**config.mk**
```make
export PLATFORM = sky130hd
export DESIGN_NAME = mem_stage
export DESIGN_NICKNAME = d
export VERILOG_FILES = /design/src/rtl/mem_stage_pkg.sv /design/src/rtl/mem_stage_load_align.sv /design/src/rtl/mem_stage.sv
export SDC_FILE = /design/constraint.sdc
export NUM_CORES = 1
export LEC_CHECK = 0
export ABC_AREA = 1
export CORE_AREA = 2 2 166 168
export CTS_BUF_LIST = sky130_fd_sc_hd__clkbuf_16
export CTS_CLUSTER_DIAMETER = 60
export DETAILED_ROUTE_END_ITERATION = 7
export DIE_AREA = 0 0 168 170
export PLACE_DENSITY = 0.75
export SLEW_MARGIN = 20
export SYNTH_ARGS = -nofsm -noshare
export SYNTH_HDL_FRONTEND = slang
export SYNTH_SLANG_ARGS = --single-unit
export TNS_END_PERCENT = 20
```
**constraint.sdc**
```tcl
create_clock -name clk -period 2.4 [get_ports clk]
set_clock_uncertainty 0.15 [all_clocks]
set_input_delay 0.48 -clock clk [delete_from_list [all_inputs] [get_ports clk]]
set_output_delay 0.48 -clock clk [all_outputs]
set_load 0.01 [all_outputs]
```
**src/rtl/mem_stage_pkg.sv**
```systemverilog
// Shared definitions for the memory-access pipeline stage: bus widths,
// stall encoding, load codes and the EX->MEM bus layout.
package mem_stage_pkg;

  localparam int EX_TO_MEM_WD = 146;
  localparam int MEM_TO_WB_WD = 136;
  localparam int MEM_TO_ID_WD = 104;
  localparam int STALL_WD     = 6;

  localparam logic STOP    = 1'b1;
  localparam logic NO_STOP = 1'b0;

  localparam int STALL_MEM = 3;
  localparam int STALL_WB  = 4;

  localparam logic [3:0] LOAD_LW  = 4'b1111;
  localparam logic [3:0] LOAD_LB  = 4'b0001;
  localparam logic [3:0] LOAD_LBU = 4'b0010;
  localparam logic [3:0] LOAD_LH  = 4'b0011;
  localparam logic [3:0] LOAD_LHU = 4'b0100;

  // Field order fixes the bit offsets of the EX->MEM bus, MSB first.
  typedef struct packed {
    logic [3:0]  readen;     // [145:142]
    logic        hi_we;      // [141]
    logic [31:0] hi;         // [140:109]
    logic        lo_we;      // [108]
    logic [31:0] lo;         // [107:76]
    logic [31:0] pc;         // [75:44]
    logic        ram_en;     // [43]
    logic [3:0]  ram_wen;    // [42:39]
    logic        sel_rf_res; // [38]
    logic        rf_we;      // [37]
    logic [4:0]  rf_waddr;   // [36:32]
    logic [31:0] ex_result;  // [31:0]
  } ex_to_mem_t;

endpackage

```
**src/rtl/mem_stage_load_align.sv**
```systemverilog
// Combinational load extraction: picks the byte/halfword addressed by a
// out of the read word and sign- or zero-extends it according to readen.
module load_align
  import mem_stage_pkg::*;
(
  input  logic [31:0] rd,
  input  logic [1:0]  a,
  input  logic [3:0]  readen,
  output logic [31:0] load_data
);

  logic [7:0]  byte_sel;
  logic [15:0] half_sel;

  always_comb begin
    // NOTE: every always_comb output gets a default first so no path infers a latch.
    byte_sel = rd[7:0];
    unique case (a)
      2'd0: byte_sel = rd[7:0];
      2'd1: byte_sel = rd[15:8];
      2'd2: byte_sel = rd[23:16];
      2'd3: byte_sel = rd[31:24];
      default: byte_sel = rd[7:0];
    endcase
  end

  assign half_sel = a[1] ? rd[31:16] : rd[15:0];

  always_comb begin
    load_data = 32'h0;
    case (readen)
      LOAD_LW:  load_data = rd;
      LOAD_LB:  load_data = {{24{byte_sel[7]}}, byte_sel};
      LOAD_LBU: load_data = {24'h0, byte_sel};
      LOAD_LH:  load_data = {{16{half_sel[15]}}, half_sel};
      LOAD_LHU: load_data = {16'h0, half_sel};
      default:  load_data = 32'h0;
    endcase
  end

endmodule

```
**src/rtl/mem_stage.sv**
```systemverilog
// Memory-access stage: registers the EX->MEM bus, holds SRAM read data across
// stalls, and drives the MEM->WB and MEM->ID buses. Optional misaligned-load
// detection is enabled by defining MEM_UNALIGNED_EXC_EN.
module mem_stage
  import mem_stage_pkg::*;
(
  input  logic                    clk,
  input  logic                    resetn,
  input  logic [STALL_WD-1:0]     stall,
  input  logic [EX_TO_MEM_WD-1:0] ex_to_mem_bus,
  input  logic [31:0]             data_sram_rdata,
  output logic [MEM_TO_WB_WD-1:0] mem_to_wb_bus,
  output logic [MEM_TO_ID_WD-1:0] mem_to_id_bus
`ifdef MEM_UNALIGNED_EXC_EN
  ,
  output logic                    mem_addr_exc
`endif
);

  logic [EX_TO_MEM_WD-1:0] ex_to_mem_bus_r;
  logic [31:0]             rdata_hold;
  logic                    hold_vld;
  ex_to_mem_t              r;
  logic [31:0]             rd;
  logic [31:0]             load_data;
  logic [31:0]             rf_wdata;
  logic                    rf_we;

  // NOTE: sequential state uses non-blocking assignments so every register
  // samples pre-edge values regardless of statement order.
  always_ff @(posedge clk) begin
    if (!resetn) begin
      ex_to_mem_bus_r <= '0;
      rdata_hold      <= 32'h0;
      hold_vld        <= 1'b0;
    end else if (stall[STALL_MEM] == STOP && stall[STALL_WB] == NO_STOP) begin
      ex_to_mem_bus_r <= '0;
      hold_vld        <= 1'b0;
    end else if (stall[STALL_MEM] == NO_STOP) begin
      ex_to_mem_bus_r <= ex_to_mem_bus;
      hold_vld        <= 1'b0;
    end else if (!hold_vld) begin
      // SRAM data is only valid in the first MEM cycle; keep it for the stall.
      rdata_hold <= data_sram_rdata;
      hold_vld   <= 1'b1;
    end
  end

  assign r  = ex_to_mem_bus_r;
  assign rd = hold_vld ? rdata_hold : data_sram_rdata;

  load_align u_load_align (
    .rd        (rd),
    .a         (r.ex_result[1:0]),
    .readen    (r.readen),
    .load_data (load_data)
  );

  assign rf_wdata = r.sel_rf_res ? load_data : r.ex_result;

`ifdef MEM_UNALIGNED_EXC_EN
  logic is_half;
  assign is_half      = (r.readen == LOAD_LH) || (r.readen == LOAD_LHU);
  assign mem_addr_exc = ((r.readen == LOAD_LW) && (r.ex_result[1:0] != 2'b00)) ||
                        (is_half && r.ex_result[0]);
  assign rf_we        = r.rf_we & ~mem_addr_exc;
`else
  assign rf_we        = r.rf_we;
`endif

  assign mem_to_wb_bus = {r.hi_we, r.hi, r.lo_we, r.lo, r.pc,
                          rf_we, r.rf_waddr, rf_wdata};
  assign mem_to_id_bus = {r.hi_we, r.hi, r.lo_we, r.lo,
                          rf_we, r.rf_waddr, rf_wdata};

  // Store-side fields and other stages' stall bits are consumed elsewhere.
  logic unused_ok;
  assign unused_ok = ^{r.ram_en, r.ram_wen, stall[5], stall[2:0]};

endmodule
```
==> results.ini <==
[outcome]
status = complete, but fails checks
violations = setup timing

[drt]
drt-initial-drc-count = 556
wl_per_cell_um = 16.6
num_vias = 9433
drc = 0
firstDrtPassIters = 6
ant_nets = 0
routed_wirelength_um = 32700
drt-vias-per-instance = 4.77

[critical_path]
crit_type = reg -> out
worstSetupEndpointType = primary output
r2r_end = rdata_hold[18]
critPathRequiredTime_ps = 1770
cp_num_buf_inv = 4
arrival_ps = 2020
timing.rr.start = hold_vld
crit_path_frequent_cell = nand2_1
max_stage_delay_ps = 400
startpoint_type = flop
rr_worst_depth = 7
cpLargestDelayFamily = simple AND/OR/NAND/NOR gates
crit_fanout = 8
worstSetupPathDepth = 12
cp_slowest_cell = dfxtp_4
path_cells = buf_12 > inv_6 > buf_6 > nand2_1 > o21ai_2 > nand2_1 > o21ai_0 > nand2_1 > nand3_2 > nand2_1 > nand2_2 > buf_2
reg2reg_slack_ps = 840

[logic_synthesis]
synthTopCellsByCount = nand2_1, buf_4, a21oi_1
synth_ff_type = dfxtp_1
yosysSeqAreaShare = 0.373
synth_cell_types = 28
yosys.area.top_type = dfxtp_1
synth-seq-cells = 174
yosysWarnings = 0
synth_area_leaders = dfxtp_1, nand2_1, buf_4
synthArstFlopShare = 0
syn_area_mm2 = 0.00933
synth_fp_nets = 1546
yosysMostFrequentCell = nand2_1
synth_top_area_frac = 0.373
synth_edf_count = 0
syn_avg_cell_area_um2 = 6.86
syn_inst = 1360

[sta]
rsz0062_at_grt = yes
max_slew_margin = 0.627
hold_violations = 0
fin_ws_ps = -245
max_freq_ghz = 0.378
worst_slew_pin_slew_ps = 560
report.final.slew_viol_count = 0
fin_crit_sh = 1.10
setup_viol = 64
period_minus_slack_ps = 2650

[floorplan]
die_w_um = 168
num_io_pins = 426
core_area_mm2 = 0.0267
dieArea_mm2 = 0.0286
rows = 60
floorplan.initialDensity = 0.350
die_h_um = 170

[global_route]
first_global_vias = 8934
grt_pass1_wl_um = 48700
grt_overflow_total = 0
grt_max_degree = 104
antenna_found_initial = 1
grt_usage = 0.217

[placed_design]
dpl-instance-area_mm2 = 0.0129
gp_congestion = 0.899
placed_cells = 1931
dpl.hpwl_um = 23500
numPortBuffers = 416

[worst_hold_path]
min_path_type = in -> reg
hp-start = stall[3]
holdPathEnd = ex_to_mem_bus_r[31]
min_path_cells = 3

[clock_network]
clock_latency_ps = 420
hold_buffers = 0
htreeDepth = 4
clockBufferDepth = 2
clk_pin_slew_ps = 70
clock_tree.root_cell = clkbuf_16
cts_tree = built
cts_buffers = 17
cts_num_sinks = 174

[final_layout]
layout-drive-gt1-share = 0.210
syn2layout_area_growth_pct = 49.4
instances_no_fill = 1978
fillerInstances = 2527
fin_nets = 1809
final_cell_area_mm2 = 0.0139

[power_and_ir_drop]
ir_worst_vdd_uv = 339
p_leak_nw = 6.08
pwr_density_cell_mw_per_mm2 = 559

[run]
drv_cap = 0

[cells by family after synthesis]
| kind of cell | count (synthesis) | share of synthesized area |
|---|---|---|
| AOI/OAI and AO/OA | 242 | 0.134 |
| buffers and inverters | 339 | 0.229 |
| DFF | 174 | 0.373 |
| and+or+nand+nor | 605 | 0.263 |
[power by group]
part / switching (mW) / internal [mW]
Combinational: 0.796 / 0.867
Sequential: 0.0995 / 3.03
Clock: 1.38 / 1.62
[repair_timing]
action                                  in CTS  in global routing
gates cloned                                 4                  3
resized for setup                          332                 83
endpoints found under the setup margin      64                 64
buffers inserted                             4                  3
pin swaps                                   40                 54
[metrics by stage]
| step | TNS [ps] | utilization | power (mW) | hold WS, ps | setup slack (ps) |
|---|---|---|---|---|---|
| final | -12420 | 0.523 | 7.79 | 231 | -245 |
| after detailed placement | -37160 | 0.483 | 4.77 | 305 | -655 |
| after CTS | -10150 | 0.509 | 7.80 | 215 | -234 |
| after global placement | -36320 | 0.483 | 4.75 | 296 | -656 |
| after global routing | -17850 | 0.523 | 8.12 | 232 | -309 |
| after floorplan | 0 | - | 4.00 | 286 | 274 |
[sequential cells by signal (all words and copies together) (netlist names)]
register         flops
ex_to_mem_bus_r    141
hold_vld             1
rdata_hold          32
[metal layers]
metal  vias to the layer above  GRT usage  part of all wire
met4                         0      0.112             0.052
met1                      4325      0.239              0.37
met2                       412      0.380              0.49
li1                       4616          -                 -
met3                        80     0.0630             0.082
met5                         -          0                 0
[worst min-delay path: cells and delay by family]
kind / cells / cell delay [ps]
buf+inv: 1 / 150
simple gates: 1 / 60
compound gates: 1 / 50
[how the worst max path moves through the flow]
stage | start | to | slack (ps)
6_report | hold_vld | mem_to_wb_bus[11] | -250
3_5_place_dp | data_sram_rdata[15] | mem_to_id_bus[19] | -660
4_1_cts | hold_vld | mem_to_id_bus[1] | -230
5_1_grt | hold_vld | mem_to_id_bus[12] | -310
3_3_place_gp | data_sram_rdata[15] | mem_to_wb_bus[9] | -660
2_1_floorplan | data_sram_rdata[31] | mem_to_wb_bus[21] | 270
[area by class of cell]
class / count / area, um2 / share of cell area
Timing Repair Buffer: 525 / 4990 / 0.358
Multi-Input combinational cell: 850 / 4140 / 0.297
Sequential cell: 174 / 3490 / 0.251
Tap cell: 341 / 427 / 0.0306
Clock buffer: 17 / 425 / 0.0305
Inverter: 54 / 225 / 0.0162
Clock inverter: 15 / 219 / 0.0157
Timing Repair inverter: 1 / 8.76 / 0.000628
Antenna cell: 1 / 2.50 / 0.000180
[layout by cell type, fill, tap and decap left out, types with 5 or more instances in the layout]
| master | Yosys | final |
|---|---|---|
| buf_2 | 20 | 51 |
| a21oi_2 | 0 | 8 |
| clkdlybuf4s50_1 | 0 | 350 |
| nand2_2 | 2 | 44 |
| inv_8 | 0 | 6 |
| nand2_8 | 1 | 5 |
| clkbuf_16 | 0 | 19 |
| o21ai_0 | 37 | 29 |
| inv_2 | 7 | 8 |
| buf_12 | 0 | 13 |
| o21ai_1 | 12 | 10 |
| o21ai_2 | 5 | 9 |
| buf_4 | 212 | 87 |
| nand3_2 | 18 | 30 |
| nor2_1 | 30 | 27 |
| clkinv_8 | 0 | 5 |
| nand2_4 | 1 | 7 |
| inv_1 | 46 | 41 |
| buf_6 | 3 | 19 |
| o21ai_4 | 0 | 6 |
| dfxtp_1 | 174 | 169 |
| a21oi_1 | 178 | 170 |
| nand3_1 | 19 | 5 |
| a211oi_1 | 7 | 7 |
| nand2_1 | 529 | 480 |
No activity file was read; power rests on OpenSTA's default activity.
